<file path="config.mk">
export PLATFORM = sky130hd
export DESIGN_NAME = uart_rx_cmd_fifo
export DESIGN_NICKNAME = d
export VERILOG_FILES = /design/src/rtl/uart_rx_cmd_fifo_pkg.sv /design/src/rtl/cmd_sync_fifo.sv /design/src/rtl/uart_rx_cmd_fifo.sv
export SDC_FILE = /design/constraint.sdc
export NUM_CORES = 1
export LEC_CHECK = 0
export ABC_AREA = 1
export BUFFER_PORTS_ARGS = -buffer_cell sky130_fd_sc_hd__buf_2
export CORE_ASPECT_RATIO = 1.1
export CORE_UTILIZATION = 60
export CTS_CLUSTER_SIZE = 24
export DETAILED_ROUTE_END_ITERATION = 8
export PLACE_DENSITY = 0.86
export SLEW_MARGIN = 40
export SYNTH_ARGS = -nofsm -noshare
export SYNTH_HDL_FRONTEND = slang
export SYNTH_SLANG_ARGS = --single-unit
</file>
<file path="constraint.sdc">
create_clock -name clk -period 4.3 [get_ports clk]
set_input_delay 0.43 -clock clk [delete_from_list [all_inputs] [get_ports clk]]
set_output_delay 0.43 -clock clk [all_outputs]
set_load 0.01 [all_outputs]
</file>
<file path="src/rtl/uart_rx_cmd_fifo_pkg.sv">
// Shared definitions for the UART command receiver: FSM encoding,
// oversampling constants and the baud divider computation.
package uart_rx_cmd_fifo_pkg;

   typedef enum logic [1:0] {
      ST_IDLE  = 2'd0,
      ST_START = 2'd1,
      ST_DATA  = 2'd2,
      ST_STOP  = 2'd3
   } rx_state_t;

   localparam int OVS_TICKS  = 16;
   localparam int HALF_TICKS = 8;

   // Clocks per oversampling tick (integer division, truncating)
   function automatic int calc_div(input int clk_freq, input int baud, input int ovs);
      return clk_freq / (baud * ovs);
   endfunction

endpackage

</file>
<file path="src/rtl/cmd_sync_fifo.sv">
// Small synchronous FIFO with first-word-fall-through head output.
// A push is accepted when not full or when a pop happens in the same cycle;
// a pop on an empty FIFO is ignored.
module cmd_sync_fifo #(
   parameter int ADDR_W = 2,
   parameter int DATA_W = 8
) (
   input  logic              clk,
   input  logic              rst,
   input  logic              push,
   input  logic [DATA_W-1:0] wdata,
   input  logic              pop,
   output logic [DATA_W-1:0] rdata,
   output logic              empty,
   output logic              full,
   output logic              drop
);

   localparam int DEPTH = 2 ** ADDR_W;
   localparam logic [ADDR_W:0] DEPTH_CNT = (ADDR_W + 1)'(DEPTH);

   logic [DATA_W-1:0] mem [DEPTH];
   logic [ADDR_W-1:0] wr_ptr_r;
   logic [ADDR_W-1:0] rd_ptr_r;
   logic [ADDR_W:0]   count_r;
   logic              push_ok_s;
   logic              pop_ok_s;

   assign empty = (count_r == {(ADDR_W + 1){1'b0}});
   assign full  = (count_r == DEPTH_CNT);
   assign rdata = empty ? {DATA_W{1'b0}} : mem[rd_ptr_r];

   // Decide which of the requested operations actually take effect
   always_comb begin
      push_ok_s = 1'b0;
      pop_ok_s  = 1'b0;
      drop      = 1'b0;
      if (push && (!full || pop)) begin
         push_ok_s = 1'b1;
      end else begin
         drop = push;
      end
      if (pop && !empty) begin
         pop_ok_s = 1'b1;
      end else begin
         pop_ok_s = 1'b0;
      end
   end

   // Storage write; contents need no reset because empty masks the head
   always_ff @(posedge clk) begin
      if (push_ok_s) begin
         mem[wr_ptr_r] <= wdata;
      end
   end

   // Pointer and occupancy bookkeeping
   always_ff @(posedge clk or negedge rst) begin
      if (!rst) begin
         wr_ptr_r <= {ADDR_W{1'b0}};
         rd_ptr_r <= {ADDR_W{1'b0}};
         count_r  <= {(ADDR_W + 1){1'b0}};
      end else begin
         if (push_ok_s) begin
            wr_ptr_r <= wr_ptr_r + {{(ADDR_W - 1){1'b0}}, 1'b1};
         end
         if (pop_ok_s) begin
            rd_ptr_r <= rd_ptr_r + {{(ADDR_W - 1){1'b0}}, 1'b1};
         end
         case ({push_ok_s, pop_ok_s})
            2'b10:   count_r <= count_r + {{ADDR_W{1'b0}}, 1'b1};
            2'b01:   count_r <= count_r - {{ADDR_W{1'b0}}, 1'b1};
            default: count_r <= count_r;
         endcase
      end
   end

endmodule

</file>
<file path="src/rtl/uart_rx_cmd_fifo.sv">
// 8N1 UART receiver feeding a command FIFO. Good bytes are pushed one
// cycle after the stop-bit sample; framing errors and overflows pulse.
module uart_rx_cmd_fifo
   import uart_rx_cmd_fifo_pkg::*;
#(
   parameter int CLK_FREQ = 100_000_000,
   parameter int BAUD     = 9600,
   parameter int OVS      = OVS_TICKS,
   parameter int ADDR_W   = 2
) (
   input  logic       clk,
   input  logic       rst,
   input  logic       rx,
   input  logic       i_fifo_pop,
   output logic       o_fifo_empty,
   output logic       o_fifo_full,
   output logic [7:0] o_fifo_rdata,
   output logic       o_rx_done,
   output logic       o_frame_err,
   output logic       o_overflow
);

   localparam int DIV    = calc_div(CLK_FREQ, BAUD, OVS);
   localparam int DIV_W  = (DIV > 1) ? $clog2(DIV) : 1;
   localparam int TICK_W = (OVS > 1) ? $clog2(OVS) : 1;
   localparam int HALF   = (OVS == OVS_TICKS) ? HALF_TICKS : OVS / 2;
   localparam logic [DIV_W-1:0]  DIV_LAST  = DIV_W'(DIV - 1);
   localparam logic [TICK_W-1:0] OVS_LAST  = TICK_W'(OVS - 1);
   localparam logic [TICK_W-1:0] HALF_LAST = TICK_W'(HALF - 1);

   rx_state_t         state_r;
   logic              rx_meta_r;
   logic              rx_s;
   logic [DIV_W-1:0]  div_cnt_r;
   logic              tick_s;
   logic [TICK_W-1:0] tick_cnt_r;
   logic [2:0]        bit_cnt_r;
   logic [7:0]        shift_r;
   logic              rx_done_r;
   logic              frame_err_r;

   assign tick_s      = (div_cnt_r == DIV_LAST);
   assign o_rx_done   = rx_done_r;
   assign o_frame_err = frame_err_r;

   // Two-stage synchronizer for the asynchronous RX pin, idling high
   always_ff @(posedge clk or negedge rst) begin
      if (!rst) begin
         rx_meta_r <= 1'b1;
         rx_s      <= 1'b1;
      end else begin
         rx_meta_r <= rx;
         rx_s      <= rx_meta_r;
      end
   end

   // Oversampling divider, realigned to the start edge of every frame
   always_ff @(posedge clk or negedge rst) begin
      if (!rst) begin
         div_cnt_r <= {DIV_W{1'b0}};
      end else if ((state_r == ST_IDLE) && !rx_s) begin
         div_cnt_r <= {DIV_W{1'b0}};
      end else if (tick_s) begin
         div_cnt_r <= {DIV_W{1'b0}};
      end else begin
         div_cnt_r <= div_cnt_r + {{(DIV_W - 1){1'b0}}, 1'b1};
      end
   end

   // Frame FSM: mid-bit sampling, LSB-first shift, stop-bit verdict pulses
   always_ff @(posedge clk or negedge rst) begin
      if (!rst) begin
         state_r     <= ST_IDLE;
         tick_cnt_r  <= {TICK_W{1'b0}};
         bit_cnt_r   <= 3'd0;
         shift_r     <= 8'h00;
         rx_done_r   <= 1'b0;
         frame_err_r <= 1'b0;
      end else begin
         rx_done_r   <= 1'b0;
         frame_err_r <= 1'b0;
         case (state_r)
            ST_IDLE: begin
               if (!rx_s) begin
                  state_r    <= ST_START;
                  tick_cnt_r <= {TICK_W{1'b0}};
               end
            end
            ST_START: begin
               if (tick_s) begin
                  if (tick_cnt_r == HALF_LAST) begin
                     tick_cnt_r <= {TICK_W{1'b0}};
                     bit_cnt_r  <= 3'd0;
                     state_r    <= rx_s ? ST_IDLE : ST_DATA;
                  end else begin
                     tick_cnt_r <= tick_cnt_r + {{(TICK_W - 1){1'b0}}, 1'b1};
                  end
               end
            end
            ST_DATA: begin
               if (tick_s) begin
                  if (tick_cnt_r == OVS_LAST) begin
                     tick_cnt_r         <= {TICK_W{1'b0}};
                     shift_r[bit_cnt_r] <= rx_s;
                     if (bit_cnt_r == 3'd7) begin
                        state_r <= ST_STOP;
                     end else begin
                        bit_cnt_r <= bit_cnt_r + 3'd1;
                     end
                  end else begin
                     tick_cnt_r <= tick_cnt_r + {{(TICK_W - 1){1'b0}}, 1'b1};
                  end
               end
            end
            ST_STOP: begin
               if (tick_s) begin
                  if (tick_cnt_r == OVS_LAST) begin
                     tick_cnt_r  <= {TICK_W{1'b0}};
                     rx_done_r   <= rx_s;
                     frame_err_r <= !rx_s;
                     state_r     <= ST_IDLE;
                  end else begin
                     tick_cnt_r <= tick_cnt_r + {{(TICK_W - 1){1'b0}}, 1'b1};
                  end
               end
            end
            default: begin
               state_r <= ST_IDLE;
            end
         endcase
      end
   end

   cmd_sync_fifo #(
      .ADDR_W (ADDR_W),
      .DATA_W (8)
   ) u_fifo (
      .clk   (clk),
      .rst   (rst),
      .push  (rx_done_r),
      .wdata (shift_r),
      .pop   (i_fifo_pop),
      .rdata (o_fifo_rdata),
      .empty (o_fifo_empty),
      .full  (o_fifo_full),
      .drop  (o_overflow)
   );

endmodule

</file>
==> run_results.csv, run 1 <==
group,metric,value,unit
worst_setup_path,crit_path_max_incr_delay,0.78,ns
worst_setup_path,cp.buffers_inverters,2,
pwr,power_leakage,1.72,nW
sta,setup_viol,0,
pwr,ir_drop,0.233,mV
yosys,synth.avg_cell_area,9.42,sq um
placed_design,io_buffers,16,
pwr,p_int,0.00119,W
detailed_routing,drc,0,
clock_network,cts_buffer_depth,2,
pwr,seqPwrFrac,0.455,
yosys,netlist_area,3310,sq um
clock_network,numCtsBuffers,9,
worst_setup_path,cp.arrival,1.96,ns
yosys,yosys-top-cells-area,"edfxtp_1 (29%), dfrtp_1 (27%), nand2_1 (7.7%)",
pwr,power_density,466,nW/um^2
pwr,clkPwrFrac,0.341,
yosys,synthFlopType,"dfrtp_1",
clock_network,post-cts-setup-buffers,0,
sta,slew_viol_final,0,
clock_network,cts-resized-gates,0,
pwr,finalPower,0.00172,W
yosys,ys_ff_latch,70,
placed_design,gp_congestion,0.869,
pwr,power_frac_comb,0.204,
worst_setup_path,worst_ep_required_time,3.87,ns
yosys,syn_nets,366,
finish,diodes,0,
sta,rsz0062_at_grt,"no",
grt,globalRouteOverflowTotal,0,
placed_design,hpwl,4.03,mm
floorplanning,io_pins,17,
floorplanning,rows,27,
detailed_routing,via_count,2400,
grt,grt_pass1_vias,2357,
worst_setup_path,worst_setup_path_start_kind,"flip-flop",
yosys,synth_cells,351,
worst_setup_path,worstPathCellList,"inv_2, o21ai_0, a21oi_1, buf_2",
detailed_routing,ant_nets,0,
yosys,async_flop_share,0.543,
floorplanning,die_x,72.8,microns
yosys,synth_warnings,0,
detailed_routing,wl_per_cell,13.4,microns
yosys,yosys.cell_types.count,32,
floorplanning,start_util,0.640,
worst_setup_path,ff2ff_path_depth,6,
pwr,p_sw,0.000528,W
sta,period_needed,2.39,ns
floorplanning,die_area,5810,sq um
clock_network,clock_sinks,70,
worst_setup_path,crit_path_max_fanout,19,
detailed_routing,wl,6.04,mm
finish,drive_above_1_share,0.140,
worst_setup_path,r2r_slack,2.14,ns
sta,final.setup.tns,0,ns
sta,fin_skew,0.00704,ns
floorplanning,coreArea,5170,sq um
clock_network,cts_max_level,3,
worst_setup_path,cp_top_family,"flip-flops",
worst_setup_path,path_class,"reg -> out",
worst_setup_path,r2r-start,"u_fifo.count_r[0]",
sta,finalHoldViolations,0,
min_path,hp-class,"in -> async",
detailed_routing,firstDrtPassIters,4,
finish,n_fill_cell,387,
clock_network,clockRootBuffer,"clkbuf_8",
worst_setup_path,endpoint_kind,"primary output",
pwr,switching_share,0.308,
grt,track_usage,0.234,
detailed_routing,drtIter0Drc,115,
finish,finalNetCount,389,
grt,grt_start_max_net_pins,39,
detailed_routing,viasPerCell,5.32,
worst_setup_path,rr_endpoint,"u_fifo.count_r[1]",
clock_network,clk_pin_slew,0.08,ns
yosys,ys_seq_area_frac,0.579,
finish,area_growth,11.4,%
sta,fmax,418,MHz
flow_run,maxCapViolations,0,
clock_network,holdBufCountCts,0,
grt,grt_first_pass_wirelength,10.0,mm
status,status,"finished, final reports clean",
clock_network,clock_latency,0.35,ns
yosys,yosysTopAreaCell,"edfxtp_1",
grt,antenna_found_initial,0,
clock_network,cts_tree,"yes",
sta,tightestPinTransition,0.815,ns
sta,relSlewSlack,0.454,
sta,finalCritPeriodShare,0.556,
yosys,synth_top_area_share,0.291,
floorplanning,die_h,79.9,microns
worst_setup_path,critPathSlowestCell,"dfrtp_1",
yosys,synth_edf_count,32,
[placed cells by master, fill, tap and decap left out]
master,n
nand2_1,68
nor2_1,64
inv_1,36
dfrtp_1,36
edfxtp_1,32
o21ai_0,27
nand3_1,16
buf_2,15
a21oi_1,14
ha_1,10
clkbuf_8,9
nor3_1,6
xor2_1,6
inv_2,5
nand2_2,4
nand4_1,3
clkinv_4,3
nor2_2,2
nor3b_1,2
nor2_4,2
bufinv_16,2
dfstp_2,2
nand3_2,1
a31oi_1,1
nor4_1,1
nor3_2,1
clkinv_1,1
o21ai_1,1
nand3_4,1
nand4_2,1
nor2_8,1
nor3_4,1
xnor2_1,1
fa_1,1
clkinvlp_4,1
clkinv_2,1
buf_4,1
[cells in the mapped netlist, drive strengths merged (2+ instances only)]
| cell | count |
|---|---|
| o21ai | 28 |
| dfstp | 2 |
| buf | 3 |
| nand3 | 18 |
| nor3b | 2 |
| dfrtp | 36 |
| nor3 | 8 |
| nand4 | 4 |
| nor2 | 69 |
| xor2 | 6 |
| inv | 41 |
| edfxtp | 32 |
| ha | 10 |
| a21oi | 14 |
| nand2 | 72 |
[per-layer routing]
metal	share of wire	track usage	wire, microns
met4	0.015	0.120	91
met2	0.52	0.414	3170
met3	0.044	0.0644	267
met1	0.42	0.255	2510
met5	0	0	0
[sequential cells by signal, summed over array words and instances, names as in the netlist, named ones only]
signal	cells
u_fifo.mem	32
rx_meta_r	1
shift_r	8
u_fifo.rd_ptr_r	2
rx_s	1
state_r	1
o_rx_done	1
o_frame_err	1
u_fifo.count_r	3
bit_cnt_r	3
u_fifo.wr_ptr_r	2
tick_cnt_r	4
div_cnt_r	10
[power by group through the flow]
| stage | Combinational (W) | Sequential (W) | Clock, W |
|---|---|---|---|
| 3_5_place_dp | 0.000344 | 0.000794 | 0 |
| 4_1_cts | 0.000352 | 0.000782 | 0.000591 |
| 6_report | 0.000350 | 0.000782 | 0.000585 |
| 2_1_floorplan | 0.000279 | 0.000750 | 0 |
| 3_3_place_gp | 0.000331 | 0.000793 | 0 |
| 5_1_grt | 0.000398 | 0.000787 | 0.000617 |
[area by class of cell]
cell class | count | area (sq um) | share of cell area
Clock inverter | 7 | 98.8 | 0.0268
Inverter | 42 | 158 | 0.0428
Clock buffer | 9 | 124 | 0.0336
Multi-Input combinational cell | 235 | 1210 | 0.330
Tap cell | 72 | 90.1 | 0.0245
Timing Repair Buffer | 16 | 82.6 | 0.0224
Sequential cell | 70 | 1910 | 0.520
[kinds of logic (layout without fill, tap and decap cells)]
logic type	count (synthesis)	count (layout)	synth area share
AOI/OAI and AO/OA	43	43	0.0655
xor gates and xnor gates	7	7	0.0185
adders and majority gates	11	11	0.0439
buffers and inverters	46	74	0.0534
DFF	70	70	0.579
and+or+nand+nor	174	174	0.240
[through the flow]
stage	worst slack (ns)	hold slack, ns	instances	cell area [sq um]	utilization
2_1_floorplan	2.17	0.134	351	3310	-
3_3_place_gp	2.26	0.346	435	3460	0.669
3_5_place_dp	2.17	0.347	435	3460	0.669
4_1_cts	1.94	0.167	451	3680	0.712
5_1_grt	1.84	0.0810	451	3680	0.712
6_report	1.91	0.0327	451	3680	0.712
[worst max-delay path by stage]
stage                     depth (start not counted)  slack, ns          startpoint                end
after floorplan                                   9       2.17   u_fifo.count_r[0]  u_fifo.count_r[2]
after global placement                            6       2.26   u_fifo.count_r[0]  u_fifo.count_r[1]
after detailed placement                          6       2.17   u_fifo.count_r[0]  u_fifo.count_r[1]
after CTS                                         4       1.94  u_fifo.rd_ptr_r[0]    o_fifo_rdata[0]
after global routing                              4       1.84  u_fifo.rd_ptr_r[0]    o_fifo_rdata[5]
final                                             4       1.91  u_fifo.rd_ptr_r[0]    o_fifo_rdata[0]
(Power assumes the default switching activity.)
==> run 2: changes to the inputs <==
- CORE_UTILIZATION: 60 -> 55
- PLACE_DENSITY: 0.86 -> 0.84
- clock period: 4.3 -> 2.1 ns (I/O delays scaled with it)
==> run_results.csv, run 2 (same netlist as run 1, synthesis figures left out) <==
group,metric,value,unit
sta,fin_ws,0.124,ns
worst_setup_path,cp.arrival,2.20,ns
sta,fin_skew,0.00789,ns
sta,slew_viol_final,0,
clock_network,clockRootBuffer,"clkbuf_8",
pwr,power_leakage,1.76,nW
grt,track_usage,0.209,
clock_network,cts_max_level,3,
worst_setup_path,worst_ep_required_time,2.33,ns
grt,grt_start_max_net_pins,39,
detailed_routing,ant_nets,0,
finish,finalNetCount,398,
worst_setup_path,r2r-start,"u_fifo.count_r[2]",
worst_setup_path,cp.buffers_inverters,2,
detailed_routing,drtIter0Drc,166,
detailed_routing,wl_per_cell,12.8,microns
floorplanning,die_x,75.9,microns
worst_setup_path,endpoint_kind,"flip-flop",
placed_design,io_buffers,16,
flow_run,maxCapViolations,0,
placed_design,hpwl,4.06,mm
finish,mostFrequentLayoutCells,"nand2_1 (68), nor2_1 (64), inv_1 (36), dfrtp_1 (34), edfxtp_1 (32)",
clock_network,clock_latency,0.34,ns
sta,finalCritPeriodShare,0.941,
grt,globalRouteOverflowTotal,0,
worst_setup_path,crit_path_max_incr_delay,0.38,ns
clock_network,cts_tree,"yes",
finish,drive_above_1_share,0.162,
worst_setup_path,worstPathCellList,"inv_1, nor3_2, nand2_1, nand2_2, ha_1, inv_1, fa_1, a21oi_1, o21ai_0, xor2_1",
sta,finalHoldViolations,0,
detailed_routing,viasPerCell,5.17,
finish,final_core_util,0.648,
sta,period_needed,1.98,ns
placed_design,post_dp_cell_area,3520,sq um
sta,setup_viol,0,
sta,fmax,506,MHz
placed_design,gp_congestion,0.828,
sta,relSlewSlack,0.685,
detailed_routing,wl,5.93,mm
grt,grt_pass1_vias,2411,
pwr,ir_drop,0.467,mV
worst_setup_path,critPathSlowestCell,"dfrtp_1",
grt,grt_first_pass_wirelength,10.4,mm
clock_network,clk_pin_slew,0.08,ns
finish,largestRegisters,"u_fifo.mem (32), div_cnt_r (10), shift_r (8)",
floorplanning,rows,29,
clock_network,cts_buffer_depth,2,
finish,top_register,"u_fifo.mem",
worst_setup_path,crit_path_max_fanout,3,
worst_setup_path,r2r_slack,0.12,ns
finish,largest_register_ffs,32,
sta,tightestPinTransition,0.472,ns
worst_setup_path,cpMostUsedCell,"inv_1",
min_path,hp-start,"i_fifo_pop",
detailed_routing,drc,0,
worst_setup_path,cp_top_family,"adder cells",
floorplanning,start_util,0.573,
pwr,power_density,911,nW/um^2
detailed_routing,firstDrtPassIters,5,
finish,mostFrequentLayoutCell,"nand2_1",
finish,n_fill_cell,457,
worst_setup_path,critPathLaunch,"u_fifo.count_r[2]",
worst_setup_path,worst_setup_path_start_kind,"flip-flop",
finish,area_growth,13.1,%
finish,final_area,3740,sq um
floorplanning,io_pins,17,
clock_network,numCtsBuffers,9,
clock_network,clock_sinks,70,
status,status,"finished, final reports clean",
grt,antenna_found_initial,0,
floorplanning,die_h,83.3,microns
detailed_routing,via_count,2406,
placed_design,dpl_worst_slack,0.170,ns
worst_setup_path,path_class,"reg -> reg",
min_path,hp-class,"in -> reg",
floorplanning,coreArea,5770,sq um
floorplanning,die_area,6320,sq um
finish,diodes,0,
run 2: metrics by stage:
step	std cells	hold WS (ns)	TNS [ns]	total power (W)
after floorplan	351	-0.0856	0	0.00212
after global placement	446	0.322	0	0.00233
after global routing	465	0.253	-0.000416	0.00360
after detailed placement	446	0.209	0	0.00238
final	465	0.251	0	0.00341
after CTS	464	0.248	0	0.00341
run 2: power breakdown:
group | internal (W) | switching, W | total [W]
registers | 0.00148 | 0.000135 | 0.00162
clock network | 0.000546 | 0.000495 | 0.00104
logic | 0.000317 | 0.000432 | 0.000749
run 2: timing repair:
action	4_1_cts	5_1_grt
hold buffers	2	0
setup endpoints to repair	0	9
resized for setup	0	3
endpoints found under the hold margin	37	0
buffers inserted	0	1
run 2: layout make-up:
type | instances | area [sq um] | area share
Sequential cell | 70 | 1920 | 0.513
Multi-Input combinational cell | 235 | 1220 | 0.326
Inverter | 42 | 161 | 0.0432
Timing Repair Buffer | 25 | 155 | 0.0415
Clock buffer | 10 | 128 | 0.0341
Tap cell | 77 | 96.3 | 0.0258
Clock inverter | 6 | 62.6 | 0.0167
run 2: path summary, 6_finish.rpt:
check | depth (start not counted) | end
worst max-delay path | 10 | u_fifo.count_r[2]
worst min-delay path | 5 | u_fifo.rd_ptr_r[1]
worst max register to register | 10 | u_fifo.count_r[2]
worst min register to register | 0 | rx_s
max in group asynchronous | 2 | rx_s
min in group asynchronous | 2 | tick_cnt_r[1]
run 2: worst register-to-register path, cell delays in order, from the launching register on:
cell,delay (ns)
dfrtp_1,0.38
inv_1,0.09
nor3_2,0.21
nand2_1,0.11
nand2_2,0.08
ha_1,0.14
inv_1,0.07
fa_1,0.38
a21oi_1,0.15
o21ai_0,0.11
xor2_1,0.15
run 2: routing by layer:
layer  global-route usage  wire length (microns)
met1                0.236                   2590
met2                0.380                   3080
met3               0.0549                    199
met4               0.0717                     60
met5                    0                      0
